**src/rtl/sqrt_arbiter.sv**
```systemverilog
// ---------------------------------------------------------------------------
// sqrt_arbiter
//
// Round-robin arbiter and sequencer that shares a single sqrt unit between
// NREQ requesters. In IDLE it grants one request, latching that requester's
// operand. It then pulses sq_start for one cycle (LAUNCH) and waits for
// sq_ready (WAIT). Finally it returns the root, the flags and the requester
// index, together with a one-cycle one-hot done pulse (RESP).
//
// Optional feature macro: SQRT_ARB_TIMEOUT_EN
//   When defined, a watchdog counts WAIT cycles. After TIMEOUT_CYCLES cycles
//   without sq_ready the operation is aborted and reported with rsp_err = 1.
//   The result and both flags read 0 in that case. When the macro is
//   undefined, WAIT lasts until sq_ready and rsp_err is constant 0.
//
// Parameters:
//   NREQ           number of requesters (2..8)
//   IDW            width of rsp_id, equal to ceil(log2(NREQ))
//   TIMEOUT_CYCLES watchdog limit in WAIT (used only with the macro)
//
// Ports:
//   clk        in   rising-edge clock
//   rst        in   asynchronous active-low reset
//   req        in   per-requester request, held until its done bit is seen
//   req_nr     in   operands; requester i uses bits [32*i+31:32*i]
//   done       out  one-hot, one-cycle completion pulse
//   rsp_result out  root of the completed operation
//   rsp_cflag  out  Cflag of the completed operation
//   rsp_oflag  out  Oflag of the completed operation
//   rsp_err    out  watchdog abort flag
//   rsp_id     out  index of the completed requester
//   busy       out  high in every state except IDLE
//   sq_start   out  one-cycle start to the sqrt unit
//   sq_nr      out  operand to the sqrt unit, stable from LAUNCH through WAIT
//   sq_ready   in   result-valid from the sqrt unit
//   sq_result  in   root from the sqrt unit
//   sq_cflag   in   Cflag from the sqrt unit
//   sq_oflag   in   Oflag from the sqrt unit
// ---------------------------------------------------------------------------
module sqrt_arbiter #(
    parameter int NREQ           = 4,
    parameter int IDW            = 2,
    parameter int TIMEOUT_CYCLES = 1024
) (
    input  logic                 clk,
    input  logic                 rst,
    input  logic [NREQ-1:0]      req,
    input  logic [32*NREQ-1:0]   req_nr,
    output logic [NREQ-1:0]      done,
    output logic [15:0]          rsp_result,
    output logic                 rsp_cflag,
    output logic                 rsp_oflag,
    output logic                 rsp_err,
    output logic [IDW-1:0]       rsp_id,
    output logic                 busy,
    output logic                 sq_start,
    output logic [31:0]          sq_nr,
    input  logic                 sq_ready,
    input  logic [15:0]          sq_result,
    input  logic                 sq_cflag,
    input  logic                 sq_oflag
);

    // Reject illegal parameter combinations at elaboration time.
    generate
        if ((NREQ < 2) || (NREQ > 8) || (IDW != $clog2(NREQ)) || (TIMEOUT_CYCLES < 1)) begin : g_bad_params
            $error("sqrt_arbiter: illegal parameter combination");
        end
    endgenerate

    typedef enum logic [1:0] {
        ST_IDLE   = 2'd0,
        ST_LAUNCH = 2'd1,
        ST_WAIT   = 2'd2,
        ST_RESP   = 2'd3
    } state_t;

    state_t              state_r;
    logic [IDW-1:0]      ptr_r;
    logic [IDW-1:0]      cur_id_r;
    logic [31:0]         sq_nr_r;
    logic                sq_start_r;
    logic                busy_r;
    logic [NREQ-1:0]     done_r;
    logic [15:0]         rsp_result_r;
    logic                rsp_cflag_r;
    logic                rsp_oflag_r;
    logic [IDW-1:0]      rsp_id_r;

    logic                grant_valid_s;
    logic [IDW-1:0]      grant_idx_s;
    logic [31:0]         grant_nr_s;
    logic [IDW:0]        sum_s;
    logic [IDW-1:0]      cand_s;
    logic                hit_s;
    logic [IDW-1:0]      ptr_next_s;
    logic [NREQ-1:0]     done_set_s;

`ifdef SQRT_ARB_TIMEOUT_EN
    localparam int TW = $clog2(TIMEOUT_CYCLES + 1);
    logic [TW-1:0]       tmo_cnt_r;
    logic                rsp_err_r;
`endif

    // Round-robin pick: offsets are scanned from farthest to nearest, so the
    // set request closest to ptr (with wrap-around) is the last assignment.
    always_comb begin
        grant_valid_s = 1'b0;
        grant_idx_s   = {IDW{1'b0}};
        sum_s         = {(IDW+1){1'b0}};
        cand_s        = {IDW{1'b0}};
        hit_s         = 1'b0;
        for (int k = NREQ - 1; k >= 0; k--) begin
            sum_s  = {1'b0, ptr_r} + (IDW+1)'(k);
            cand_s = (sum_s >= (IDW+1)'(NREQ)) ? IDW'(sum_s - (IDW+1)'(NREQ)) : IDW'(sum_s);
            hit_s  = req[cand_s];
            grant_valid_s = grant_valid_s | hit_s;
            grant_idx_s   = hit_s ? cand_s : grant_idx_s;
        end
    end

    // Operand multiplexer driven by the winning index.
    always_comb begin
        grant_nr_s = 32'd0;
        for (int i = 0; i < NREQ; i++) begin
            grant_nr_s = grant_nr_s | ({32{grant_idx_s == IDW'(i)}} & req_nr[32*i +: 32]);
        end
    end

    assign ptr_next_s = (cur_id_r == IDW'(NREQ - 1)) ? {IDW{1'b0}} : (cur_id_r + IDW'(1));
    assign done_set_s = {{(NREQ-1){1'b0}}, 1'b1} << cur_id_r;

    // Sequencer FSM; every output is a register written here.
    always_ff @(posedge clk or negedge rst) begin
        if (!rst) begin
            state_r      <= ST_IDLE;
            ptr_r        <= {IDW{1'b0}};
            cur_id_r     <= {IDW{1'b0}};
            sq_nr_r      <= 32'd0;
            sq_start_r   <= 1'b0;
            busy_r       <= 1'b0;
            done_r       <= {NREQ{1'b0}};
            rsp_result_r <= 16'd0;
            rsp_cflag_r  <= 1'b0;
            rsp_oflag_r  <= 1'b0;
            rsp_id_r     <= {IDW{1'b0}};
`ifdef SQRT_ARB_TIMEOUT_EN
            tmo_cnt_r    <= {TW{1'b0}};
            rsp_err_r    <= 1'b0;
`endif
        end else begin
            case (state_r)
                ST_IDLE: begin
                    done_r <= {NREQ{1'b0}};
                    if (grant_valid_s) begin
                        cur_id_r   <= grant_idx_s;
                        sq_nr_r    <= grant_nr_s;
                        sq_start_r <= 1'b1;
                        busy_r     <= 1'b1;
                        state_r    <= ST_LAUNCH;
                    end else begin
                        sq_start_r <= 1'b0;
                        busy_r     <= 1'b0;
                        state_r    <= ST_IDLE;
                    end
                end
                ST_LAUNCH: begin
                    sq_start_r <= 1'b0;
`ifdef SQRT_ARB_TIMEOUT_EN
                    tmo_cnt_r  <= {TW{1'b0}};
`endif
                    state_r    <= ST_WAIT;
                end
                ST_WAIT: begin
                    if (sq_ready) begin
                        rsp_result_r <= sq_result;
                        rsp_cflag_r  <= sq_cflag;
                        rsp_oflag_r  <= sq_oflag;
                        rsp_id_r     <= cur_id_r;
                        done_r       <= done_set_s;
`ifdef SQRT_ARB_TIMEOUT_EN
                        rsp_err_r    <= 1'b0;
`endif
                        state_r      <= ST_RESP;
                    end
`ifdef SQRT_ARB_TIMEOUT_EN
                    // Counter holds the number of WAIT cycles already spent.
                    else if (tmo_cnt_r == TW'(TIMEOUT_CYCLES - 1)) begin
                        rsp_result_r <= 16'd0;
                        rsp_cflag_r  <= 1'b0;
                        rsp_oflag_r  <= 1'b0;
                        rsp_id_r     <= cur_id_r;
                        rsp_err_r    <= 1'b1;
                        done_r       <= done_set_s;
                        state_r      <= ST_RESP;
                    end else begin
                        tmo_cnt_r    <= tmo_cnt_r + TW'(1);
                        state_r      <= ST_WAIT;
                    end
`else
                    else begin
                        state_r      <= ST_WAIT;
                    end
`endif
                end
                ST_RESP: begin
                    done_r  <= {NREQ{1'b0}};
                    ptr_r   <= ptr_next_s;
                    busy_r  <= 1'b0;
                    state_r <= ST_IDLE;
                end
                default: begin
                    done_r     <= {NREQ{1'b0}};
                    sq_start_r <= 1'b0;
                    busy_r     <= 1'b0;
                    state_r    <= ST_IDLE;
                end
            endcase
        end
    end

    assign done       = done_r;
    assign rsp_result = rsp_result_r;
    assign rsp_cflag  = rsp_cflag_r;
    assign rsp_oflag  = rsp_oflag_r;
    assign rsp_id     = rsp_id_r;
    assign busy       = busy_r;
    assign sq_start   = sq_start_r;
    assign sq_nr      = sq_nr_r;
`ifdef SQRT_ARB_TIMEOUT_EN
    assign rsp_err    = rsp_err_r;
`else
    assign rsp_err    = 1'b0;
`endif

endmodule

```
**config.mk**
```make
export PLATFORM = sky130hd
export DESIGN_NAME = sqrt_arbiter
export DESIGN_NICKNAME = d
export VERILOG_FILES = /design/src/rtl/sqrt_arbiter.sv
export SDC_FILE = /design/constraint.sdc
export NUM_CORES = 1
export LEC_CHECK = 0
export CAP_MARGIN = 10
export CORE_ASPECT_RATIO = 1.75
export CORE_MARGIN = 2
export CORE_UTILIZATION = 25
export CTS_BUF_LIST = sky130_fd_sc_hd__clkbuf_16
export CTS_CLUSTER_DIAMETER = 60
export DETAILED_ROUTE_END_ITERATION = 16
export HOLD_SLACK_MARGIN = 0.15
export PLACE_DENSITY = 0.65
export SLEW_MARGIN = 20
export SYNTH_ARGS = -nofsm -noshare
export SYNTH_HDL_FRONTEND = slang
export SYNTH_SLANG_ARGS = --single-unit
```
**constraint.sdc**
```tcl
create_clock -name clk -period 3.5 [get_ports clk]
set_clock_uncertainty 0.2 [all_clocks]
set_input_delay 0.35 -clock clk [delete_from_list [all_inputs] [get_ports clk]]
set_output_delay 0.35 -clock clk [all_outputs]
set_load 0.005 [all_outputs]
```
Word level (Yosys, flattened, before mapping)
Cells that the tools add are included.

Order comparisons: 8. Reductions and logical operators: 9. Bitwise gates (word level): 10. Mux-type cells: 25. Add/subtract/negate cells: 8. Multipliers: 0. Shift-type cells: 1. Equal/unequal tests: 8. Divide/modulo/power cells: 0.

Operators by type and width (count): bitwise AND 32 bit (4); OR 32 bit (3); two-way mux 2 bit (9); less-than comparator 2 x 3 -> 1 bit (second input constant) (4); equality test 2 bit (second input constant) (5); greater-or-equal comparator 3 bit (second input constant) (3); binary-select mux 1 bit (select 2 bit) (4); case mux 2 bit (4 select lines) (1); case mux 4 bit (2 select lines) (1); subtractor 2 x 1 -> 2 bit (second input constant) (4); two-way mux 1 bit (7); adder 2 x 2 -> 3 bit (second input constant) (2); AND reduction 2 bit (3); nonzero test 2 bit (3); equality test 2 x 1 -> 1 bit (second input constant) (2); logical NOT 2 bit (2); two-way mux 4 bit (1); case mux 1 bit (2 select lines) (2); << shifter 1 x 2 -> 4 bit (first input constant) (1); adder 2 x 1 -> 3 bit (second input constant) (1); greater-or-equal comparator 2 x 3 -> 1 bit (second input constant) (1); OR 1 bit (3); adder 2 x 1 -> 2 bit (second input constant) (1); != test 2 bit (second input constant) (1); OR reduction 2 bit (1).

Latch bits: 0. Output and inout port bits: 59. Input bits: 153. Bits in writable memories: 0. Flip-flop bits (word level): 64. Memories kept: 0. Logic and storage cells: 80. ROM bits: 0.

Logic depth before layout (Yosys ltp)
Depth after elaboration: 14. Depth in mapped cells: 9. Gate-level depth less buffers: 6.

Least setup slack after synthesis
No wires, ideal clock.

Path kind: input -> register. Start point: input port req[1]. End point: register sq_nr_r[0] (netlist: sq_nr[0]). Data required time: 3180 ps. Buffers on the path: 3. Arrival: 1743 ps. Library setup time: 120 ps. Path slack: 1437 ps. Stages: 8. Cells stage by stage: buf_4 -> nand2b_4 -> a21oi_2 -> o32a_1 -> buf_6 -> buf_6 -> mux2_4 -> a31o_1.

Longest elaborated chain between the ends: 11. Elaborated cells on any way between the ends: 27. Classes of those cells: eq/ne: 3; mux: 12; bitwise: 10; reduce/logical: 2.

RTL lines: from (decl) (line 47) `input logic [NREQ-1:0] req,`; binary-select mux 1 bit (select 2 bit) (line 116) `hit_s = req[cand_s];`; two-way mux 1 bit (not written as such) (line 116); two-way mux 2 bit (4 in a row) (line 118) `grant_idx_s = hit_s ? cand_s : grant_idx_s;`; equality test 2 x 1 -> 1 bit / logical NOT 2 bit (equally long branches) (line 126) `grant_nr_s = grant_nr_s | ({32{grant_idx_s == IDW'(i)}} & req_nr[32*i +: 32]);`; bitwise AND 32 bit (line 126); OR 32 bit (3 in a row) (line 126); to (signal assigned) (line 157) `sq_nr_r <= grant_nr_s;`; to (decl) (line 81) `logic [31:0] sq_nr_r;`.

Parallel ways exist; a longest one is shown, timed or not. The select of a mux whose other input is x is not followed. A chain may end at the register's enable or synchronous reset.

Worst setup path after layout
Start point: input port req[2]. End point: register sq_nr_r[30] (netlist: sq_nr[30]).

Same word-level chain as after synthesis.

==> impl_metrics.ini <==
[run_status]
outcome = complete, no violations

[setup_path]
end_kind = flop
worst_ep_required_time_ns = 3.50
cp.arrival_ns = 2.83
critPathBufInv = 2
critical_path_class = in2reg
crit_family = buffers and inverters
slowest_stage = o32a_2
start_kind = input pin
worstPathCellList = clkdlybuf4s50_1, nor2b_1, o32a_2, buf_4, mux2i_1, o22ai_1
cp_max_fo = 25
critPathMaxStageDelay_ns = 0.78

[final_layout]
num-nets-final = 755
final_area_um2 = 6540
antenna_cells = 0
area_growth_pct = 64.6
fillers = 1561
drive_gt1_share_pct = 14.0

[detailed_routing]
drtAntennaViolNets = 0
drtPass1Iterations = 4
first_iter_violations = 185
drc = 0
dr_wl_met3_mm = 1.10
wl_met1_mm = 5.24
wl_per_cell_um = 18.0
top_layer_used = met4
wl_mm = 14.1
wl_met2_mm = 7.56
vias = 3905
viasPerCell = 4.96

[synth]
syn_area_um2 = 3970
synth_top_area_share_pct = 40.3
async_reset_ff_share_pct = 100
synth.top_cells.by_area = dfrtp_1 (40%), mux2_2 (6.2%), o21ai_0 (5.7%), mux2_4 (4.9%), o2111a_1 (4.8%)
avgSynthCellArea_um2 = 10.1
synth_top_area_cell = dfrtp_1
synth-seq-cells = 64
synthCells = 393
dominantRegCellSynth = dfrtp_1
synth_cell_types = 38
ys_warn_count = 0
ys_seq_area_share_pct = 40.3
synth.top_cells.by_count = dfrtp_1 (64), o21ai_0 (45), inv_1 (27), mux2_2 (22), nor2_1 (21)
syn-num-nets = 555
synth_edf_count = 0
synth_most_common_cell = dfrtp_1

[grt]
overflow = 0
first_global_vias = 4142
grt_pass1_wl_mm = 21.0
antenna_found_initial = 0
grt_max_degree = 41
grt_usage_pct = 15.9

[timing]
min_period_ns = 2.82
hold_viol = 0
fin_crit_sh_pct = 80.7
fin_tns_setup_ns = 0
slew_headroom_pct = 40.6
slew_violations = 0
fmax_ghz = 0.354
fin_ws_ns = 0.677
rsz0062_at_grt = no
setup_viol = 0
tightest_slew_ns = 0.891

[power_and_ir_drop]
irDropWorstVdd_mv = 0.343
finalPower_mw = 4.81
powerDensity_nw_per_um2 = 736
leakage_nw = 2.64

[placement]
place_ws_ns = 0.355
dp_hpwl_mm = 10.6
postPlaceCellArea_um2 = 6220
place.gp.congestion = 0.875
numPortBuffers = 210

[clock_tree]
post_cts_buffers = 0
cts_root_buf = clkbuf_16
cts_made_buffers = 9
clock_path_buffers = 2
cts_tree = yes
clock_insertion_delay_worst_skew_ns = 0.33
clk_pin_slew_ns = 0.05
cts-hold-fix-buffers = 1
cts.sinks = 64
cts_max_level = 3
ctsResizeCount = 0

[floorplanning]
initial_core_util_pct = 25.3
rows = 61
die_area_um2 = 16900
core_um2 = 15700
pin_count = 212
die_x_um = 99.3
die_h_um = 171

[worst_hold_path]
min_path_type = in2async

[job]
cap_viol_max_count = 0
[layer usage]
metal	up-vias	track usage, %
li1	1854	-
met1	1848	16.3
met2	184	30.3
met3	19	4.41
met4	0	5.90
met5	-	0
[through the flow]
stage                     utilization, %  hold WS [ns]  std cells
after floorplan                        -        -0.146        393
after CTS                           41.4         0.290        786
final                               41.6         0.285        787
after global routing                41.6         0.316        787
after global placement              39.6         0.271        769
after detailed placement            39.6         0.276        769
[worst register-to-register path, cell delays in order (launching register included)]
cell and delay (ns):
dfrtp_1 0.45, inv_1 0.14, a21oi_1 0.21, o32a_2 0.80, buf_4 0.36, mux2i_1 0.22, o22ai_1 0.10
[registers in the layout, indices dropped and copies added, names as in the netlist]
signal / cells
sq_start: 1
rsp_cflag: 1
rsp_id: 2
rsp_oflag: 1
rsp_result: 16
sq_nr: 32
cur_id_r: 2
done: 4
state_r: 2
ptr_r: 2
busy: 1
[logic make-up after synthesis]
kind of cell	synth area share, %
AOI/OAI and AO/OA	26.8
DFF	40.3
adders and majority gates	2.84
and+or+nand+nor	8.10
muxes	15.2
other	0.0944
buffers and inverters	6.65
[path summary, 6_finish.rpt]
check	from	to	slack (ns)	depth (start not counted)
setup / recovery	req[2]	sq_nr[30]	0.68	6
hold / removal	rst	sq_nr[28]	0.29	2
setup reg to reg	ptr_r[0]	sq_nr[30]	0.90	6
hold reg to reg	busy	busy	0.29	2
max in group asynchronous	rst	cur_id_r[0]	2.06	4
min in group clk	busy	busy	0.29	2
[placed cells by master, fill, tap and decap left out, types with 3 or more instances in the layout]
master           netlist  routed
nand3_1                4       4
mux2_4                13      13
o21a_1                18      18
o2111a_1              17      17
a22o_1                 4       4
or2_1                  4       4
a31o_1                13      13
or2_2                 14      14
inv_1                 27      29
mux2i_1               16      16
clkdlybuf4s50_1        0     209
a21oi_1                4       4
a221oi_1              15      15
dfrtp_1               64      64
buf_4                  3       9
nor2_1                21      20
clkbuf_16              0       9
a31o_2                 4       4
o22ai_1               16      16
mux2_2                22      22
ha_1                   9       9
nor2b_1                4       3
nand2_1               13      13
o21ai_0               45      45
[where the power goes]
part           total (mW)  switching (mW)  internal, mW
Sequential           1.32           0.219          1.10
Clock               0.862           0.324         0.538
Combinational        2.63            1.16          1.47
[layout make-up]
class | count | area, µm² | share of cell area (%)
well taps | 189 | 236 | 3.62
multi-input cells | 270 | 2120 | 32.5
repair buffers | 221 | 2190 | 33.6
inverters | 27 | 101 | 1.55
clock inverters | 7 | 55.1 | 0.842
flip-flops and latches | 64 | 1600 | 24.5
clock buffers | 9 | 225 | 3.45
(Power assumes the default switching activity.)
